File: src/rtl/wptr_full_ctrl.sv
// rtl/wptr_full_ctrl.sv - write-side pointer, read-pointer synchronizer and full/level status for the async FIFO
module wptr_full_ctrl #(
    parameter int PTR_WIDTH    = 8,
    parameter int AFULL_THRESH = 4
) (
    input  logic                 w_clk,
    input  logic                 wrst,
    input  logic                 w_en,
    input  logic [PTR_WIDTH:0]   g_rptr,
    input  logic                 ovf_clr,
    output logic [PTR_WIDTH:0]   b_wptr,
    output logic [PTR_WIDTH:0]   g_wptr,
    output logic                 full,
    output logic                 almost_full,
    output logic [PTR_WIDTH:0]   w_level,
    output logic                 w_ack,
    output logic                 overflow
);

    localparam int W     = PTR_WIDTH + 1;
    localparam int DEPTH = 1 << PTR_WIDTH;
    localparam logic [PTR_WIDTH:0] AFULL_LEVEL = W'(DEPTH - AFULL_THRESH);

    logic [PTR_WIDTH:0] sync1;
    logic [PTR_WIDTH:0] g_rptr_sync;
    logic [PTR_WIDTH:0] b_rptr_sync;
    logic [PTR_WIDTH:0] b_wptr_next;
    logic [PTR_WIDTH:0] g_wptr_next;
    logic [PTR_WIDTH:0] level_next;
    logic               w_inc;
    logic               full_next;

    // A write is only accepted when the FIFO is not already full
    assign w_inc       = w_en & ~full;
    assign b_wptr_next = b_wptr + {{PTR_WIDTH{1'b0}}, w_inc};
    assign g_wptr_next = (b_wptr_next >> 1) ^ b_wptr_next;

    // Gray to binary: each binary bit is the XOR of all Gray bits at or above it
    always_comb begin
        b_rptr_sync = '0;
        for (int i = 0; i < W; i++) begin
            b_rptr_sync[i] = ^(g_rptr_sync >> i);
        end
    end

    // Full when the next write pointer equals the read pointer with the top two Gray bits inverted
    assign full_next  = (g_wptr_next == {~g_rptr_sync[PTR_WIDTH:PTR_WIDTH-1],
                                         g_rptr_sync[PTR_WIDTH-2:0]});
    assign level_next = b_wptr_next - b_rptr_sync;

    // Two-flop synchronizer bringing the Gray read pointer into w_clk
    always_ff @(posedge w_clk) begin
        if (wrst) begin
            sync1       <= '0;
            g_rptr_sync <= '0;
        end else begin
            sync1       <= g_rptr;
            g_rptr_sync <= sync1;
        end
    end

    // Binary and Gray write pointers advance together on an accepted write
    always_ff @(posedge w_clk) begin
        if (wrst) begin
            b_wptr <= '0;
            g_wptr <= '0;
        end else begin
            b_wptr <= b_wptr_next;
            g_wptr <= g_wptr_next;
        end
    end

    // Registered status computed from next-state pointers
    always_ff @(posedge w_clk) begin
        if (wrst) begin
            full        <= 1'b0;
            almost_full <= 1'b0;
            w_level     <= '0;
            w_ack       <= 1'b0;
        end else begin
            full        <= full_next;
            almost_full <= (level_next >= AFULL_LEVEL);
            w_level     <= level_next;
            w_ack       <= w_inc;
        end
    end

    // Sticky overflow; a fresh overflow beats a simultaneous clear
    always_ff @(posedge w_clk) begin
        if (wrst) begin
            overflow <= 1'b0;
        end else if (w_en && full) begin
            overflow <= 1'b1;
        end else if (ovf_clr) begin
            overflow <= 1'b0;
        end
    end

endmodule

File: config.mk
export PLATFORM = sky130hd
export DESIGN_NAME = wptr_full_ctrl
export DESIGN_NICKNAME = d
export VERILOG_FILES = /design/src/rtl/wptr_full_ctrl.sv
export SDC_FILE = /design/constraint.sdc
export NUM_CORES = 1
export LEC_CHECK = 0
export ABC_AREA = 0
export CORE_UTILIZATION = 54
export CTS_BUF_LIST = sky130_fd_sc_hd__clkbuf_8
export DETAILED_ROUTE_END_ITERATION = 16
export PLACE_DENSITY = 0.82
export SKIP_CTS_REPAIR_TIMING = 1
export SYNTH_ARGS = -nofsm -noshare
export SYNTH_HDL_FRONTEND = slang
export SYNTH_SLANG_ARGS = --single-unit
File: constraint.sdc
create_clock -name w_clk -period 4.1 [get_ports w_clk]
set_input_delay 0.615 -clock w_clk [delete_from_list [all_inputs] [get_ports w_clk]]
set_output_delay 0.615 -clock w_clk [all_outputs]
set_load 0.01 [all_outputs]
==> metrics, run 1 <==
Die Area=4598 um^2; Residual DRC=0; CTS Root Cell=clkbuf_8; PwrDens=408.6 nW/um^2; RD Place Congestion=0.8205; CP Class=reg2reg; initial antenna violation count=0; # Max-Cap Violations=0; sequential area share after synthesis=41.09%; DR vias/cell=4.930; max-slew violations=0; Top cell by count, worst path=xnor2_1; Switching Fraction=28.34%; Worst EP required=4.32 ns; # placed instances=334; status=completed; vias=1686; Die X=67.81 um; CP max FO=7; Core Area=4086 um^2; Gate power share=27.9%; TritonCTS Buffers=5; worst-skew pair later-pin latency=0.30 ns; fraction of layout cells with a size suffix above 1=7.534%; post-DP HPWL=3.180 mm; R2R Setup Slk=0.31 ns; Hold Crit Class=reg2reg; antenna viol nets, final=0; CTS tree=built; setup tns final=0 ns; Min-Delay Endpoint=g_rptr_sync[5]$_SDFF_PP0_; CP top delay family=XOR/XNOR gates; share of power burned in registers=43.2%; CP max-delay cell=xor3_2; Tcrit/Tclk final=92.33%; finished layout cell area=2949 um^2; Routed Wire Length=4.371 mm; fin nets=316; DRT iter0 DRCs=110; grt total ovfl=0; peak supply drop=0.2490 mV; Port Buffers=43; crit end category=register; number of diodes=0; first-pass GRT wire length=7.272 mm; worst hold stages=1; Clock power frac=28.9%; global-route usage over all layers=21.80%; Int Power=863.6 uW; P_sw=341.5 uW; FP Rows=23; startpoint type of the worst setup path=register; Final setup viols=0; deepest clock path buffer count=2; library cells used by synthesis=39; Reg-to-Reg End=almost_full$_SDFF_PP0_; #FFs+latches synth=48; vias in the first global route=1623; minimum clock period=3.785 ns; wire length per cell=12.78 um; H-tree depth reported by CTS=2; crit path DAT=4.01 ns; Yosys warnings=0; Syn Nets=269; most common cell after layout, fill and taps aside=dfxtp_1; RR Startpoint=g_rptr_sync[7]$_SDFF_PP0_; # IOs=44; hold_sp=sync1[5]$_SDFF_PP0_; Buf/Inv on CP=0; clock sink count=48; CP cell instances=xor3_2, xnor3_2, xnor2_1, xnor2_1, xnor2_1, ha_1, fa_1, o221ai_2, xnor2_1, a211o_1, o32ai_2; Area growth, synth to finish=26.11%; Finished Core Util=72.17%; largest net degree at the start of global routing=32; most frequent cells in the layout=dfxtp_1, clkdlybuf4s50_1, nor2_1, xnor2_1, nor2b_1; Post-Syn Area=2338 um^2; Design Power=1205 uW; placed cell area=2834 um^2; Syn Area/Cell=9.584 um^2; Gate Count Post-Synth=244; Worst-Margin Slew=0.7396 ns; Die Span Y=67.81 um; clock slew at reported path FFs=0.10 ns; Final Hold Violating Endpoints=0; RSZ-0062 raised after global routing=no; clock skew=0.01071 ns; fmax=0.2642 GHz; Slew Limit Headroom=50.54%; static leakage=0.001197 uW; Finished Layout Cells=342; Pre-antenna DRT Iters=4; max incr delay on CP=0.56 ns; initial core utilization=57.23%; r2r worst-path depth=11
per-layer routing:
metal,share of wire (%),vias up,global-route usage (%),routed length (um)
li1,-,885,-,-
met1,45,755,26.65,1973
met2,50,38,38.12,2185
met3,3.3,8,3.885,144
met4,1.5,0,7.552,67
met5,0,-,0,0
final cells by class:
type                       instances  area (um^2)
sequential                        48        960.9
clock inverter                     3        46.29
inverter                          12        45.04
fill                             326         1137
multi-input combinational        176         1297
clock buffer                       5        68.82
timing repair buffer              48        467.9
tap                               50        62.56
sequential cells by signal, indices dropped and copies added (netlist names):
register and cells:
b_wptr 9, sync1 9, w_ack 1, g_rptr_sync 9, full 1, g_wptr 8
almost_full 1, w_level 9, overflow 1
worst max path at each step:
stage,from,to,cells after the start
global placement,w_en,almost_full$_SDFF_PP0_,15
global route,g_rptr_sync[7]$_SDFF_PP0_,almost_full$_SDFF_PP0_,11
finish,g_rptr_sync[7]$_SDFF_PP0_,almost_full$_SDFF_PP0_,11
detailed placement,w_en,almost_full$_SDFF_PP0_,15
CTS,g_rptr_sync[7]$_SDFF_PP0_,almost_full$_SDFF_PP0_,11
floorplan,g_rptr_sync[7]$_SDFF_PP0_,almost_full$_SDFF_PP0_,11
cell usage after synthesis (all sizes together):
master,instances,area (um^2)
mux2,1,11.26
ha,11,137.6
and2,2,12.51
nor3,5,25.02
nand2b,3,18.77
o21ai,4,23.77
o31ai,1,7.510
inv,12,45.04
or3,2,12.51
and3,3,18.77
o221ai,1,15.01
nand3b,1,7.510
o32ai,1,16.27
buf,1,7.510
a2111oi,1,8.760
nor2,39,146.4
a41oi,1,8.760
nand3,5,25.02
o21a,1,7.510
xor2,11,133.9
clkbuf,7,27.52
a21o,1,7.510
and2b,1,7.510
a21oi,11,55.05
a211o,1,8.760
mux2i,1,10.01
xnor3,1,23.77
xnor2,33,289.0
dfxtp,48,960.9
nand2,4,15.01
fa,1,20.02
a31oi,2,12.51
xor3,2,52.55
nor2b,23,143.9
a22oi,2,15.01
power by group through the flow:
| stage | Combinational (uW) | Sequential (uW) | Clock (uW) |
|---|---|---|---|
| 6_report | 336 | 520 | 349 |
| 5_1_grt | 375 | 525 | 378 |
| 4_1_cts | 338 | 521 | 356 |
| 3_5_place_dp | 336 | 532 | 0 |
| 3_3_place_gp | 326 | 531 | 0 |
| 2_1_floorplan | 208 | 547 | 0 |
cells by family after synthesis:
logic type                 share of synthesized area [%]
DFF                                                41.09
muxes                                             0.9096
buffers and inverters                              3.424
AOI/OAI and AO/OA                                  7.972
adders and majority gates                          6.742
and+or+nand+nor                                    18.51
xor gates and xnor gates                           21.35
stage by stage:
stage          hold slack, ns  worst slack (ns)
2_1_floorplan          0.4138            0.8073
3_3_place_gp           0.4172            0.4130
3_5_place_dp           0.4204            0.3139
4_1_cts                0.4408            0.2660
5_1_grt                0.4561           0.08292
6_report               0.4397            0.3146
(Power assumes the default switching activity.)
==> run 2: changes to the inputs <==
CAP_MARGIN = 20   (was unset)
CORE_UTILIZATION = 40   (was 54)
PLACE_DENSITY = unset   (was 0.82)
SLEW_MARGIN = 20   (was unset)
==> run 2 against run 1 <==
Net effect: clock skew down 0.0049 ns; hold slack better by 0.0021 ns; worst setup slack improved by 0.10 ns; via count shrank 0.59%.
==> metrics, run 2 (synthesized netlist as in run 1, its figures left out) <==
status=completed; static leakage=0.001199 uW; Tcrit/Tclk final=89.84%; antenna viol nets, final=0; peak supply drop=0.1707 mV; Core Area=5574 um^2; vias in the first global route=1570; initial antenna violation count=0; Buf/Inv on CP=0; Residual DRC=0; fmax=0.2715 GHz; Finished Layout Cells=363; Worst EP required=4.26 ns; DR vias/cell=4.617; clock sink count=48; # IOs=44; Pre-antenna DRT Iters=6; clock slew at reported path FFs=0.09 ns; FP Rows=27; RSZ-0062 raised after global routing=no; startpoint type of the worst setup path=register; CP max FO=7; fraction of layout cells with a size suffix above 1=7.560%; clock skew=0.005830 ns; Worst path depth=11; RD Place Congestion=0.8377; wire length per cell=11.88 um; worst hold slack=0.4418 ns; worst hold stages=1; max-slew violations=0; global-route usage over all layers=15.26%; DRT iter0 DRCs=43; grt total ovfl=0; Die Span Y=78.46 um; H-tree depth reported by CTS=2; TritonCTS Buffers=5; # Max-Cap Violations=0; r2r worst-path depth=11; fin nets=315; Worst-Margin Slew=0.8958 ns; CP Class=reg2reg; Slew Limit Headroom=40.28%; CP max-delay cell=xor3_2; Final setup viols=0; Area growth, synth to finish=27.02%; Port Buffers=43; # placed instances=355; post-DP HPWL=3.189 mm; CTS Root Cell=clkbuf_8; CTS tree=built; deepest clock path buffer count=2; Routed Wire Length=4.311 mm; crit end category=register; CP top delay family=XOR/XNOR gates; R2R Setup Slk=0.42 ns; Die Area=6156 um^2; Die X=78.46 um; Top cell by count, worst path=xnor2_1; max incr delay on CP=0.56 ns; vias=1676; initial core utilization=41.95%; Hold Crit Class=reg2reg; worst-skew pair later-pin latency=0.30 ns; most common cell after layout, fill and taps aside=dfxtp_1; Final Hold Violating Endpoints=0; PwrDens=408.2 nW/um^2; most frequent cells in the layout=dfxtp_1, clkdlybuf4s50_1, nor2_1, xnor2_1, nor2b_1; largest net degree at the start of global routing=51; setup tns final=0 ns; minimum clock period=3.684 ns; number of diodes=0; CP cell instances=xor3_2, xnor3_2, xnor2_1, xnor2_1, xnor2_1, ha_1, fa_1, o221ai_2, a41oi_1, xor2_1, o32ai_2; first-pass GRT wire length=7.162 mm; crit path DAT=3.84 ns
[run 2: cell count changes in the layout (fill, tap and decap cells not counted), sizes merged]
| cell | change |
|---|---|
| clkbuf | +1 |
| clkdlybuf4s50 | -1 |
| clkinv | +1 |
| clkinvlp | -1 |
| inv | -1 |
[run 2: metrics by stage]
| step | utilization, % | instance area, um^2 | worst slack (ns) | total power [uW] |
|---|---|---|---|---|
| 6_report | 53.29 | 2970 | 0.4165 | 1213 |
| 5_1_grt | 53.29 | 2970 | 0.1157 | 1287 |
| 4_1_cts | 53.29 | 2970 | 0.3752 | 1232 |
| 3_5_place_dp | 51.11 | 2849 | 0.1930 | 864.1 |
| 3_3_place_gp | 51.11 | 2849 | 0.3397 | 861.3 |
| 2_1_floorplan | - | 2338 | 0.8073 | 754.7 |
[run 2: worst paths after layout]
| path | start | endpoint |
|---|---|---|
| worst max-delay path | g_rptr_sync[7]$_SDFF_PP0_ | almost_full$_SDFF_PP0_ |
| worst min-delay path | sync1[0]$_SDFF_PP0_ | g_rptr_sync[0]$_SDFF_PP0_ |
| worst max register to register | g_rptr_sync[7]$_SDFF_PP0_ | almost_full$_SDFF_PP0_ |
| worst min register to register | sync1[0]$_SDFF_PP0_ | g_rptr_sync[0]$_SDFF_PP0_ |
[run 2: area by class of cell]
| cell class | instances | area [um^2] |
|---|---|---|
| inverter | 12 | 45.04 |
| timing repair buffer | 47 | 455.4 |
| multi-input combinational | 176 | 1297 |
| clock inverter | 2 | 38.79 |
| sequential | 48 | 960.9 |
| fill | 544 | 2604 |
| clock buffer | 6 | 82.58 |
| tap | 72 | 90.09 |
[run 2: where the power goes]
group / internal, uW / switching (uW) / total (uW)
Sequential: 506 / 14.1 / 520
Clock: 200 / 163 / 363
Combinational: 172 / 158 / 330
[run 2: per-layer routing]
layer / track usage, % / vias up / wire, um
li1: - / 879 / -
met1: 19.23 / 759 / 2128
met2: 25.00 / 34 / 1959
met3: 3.953 / 4 / 181
met4: 5.556 / 0 / 42
met5: 0 / - / 0
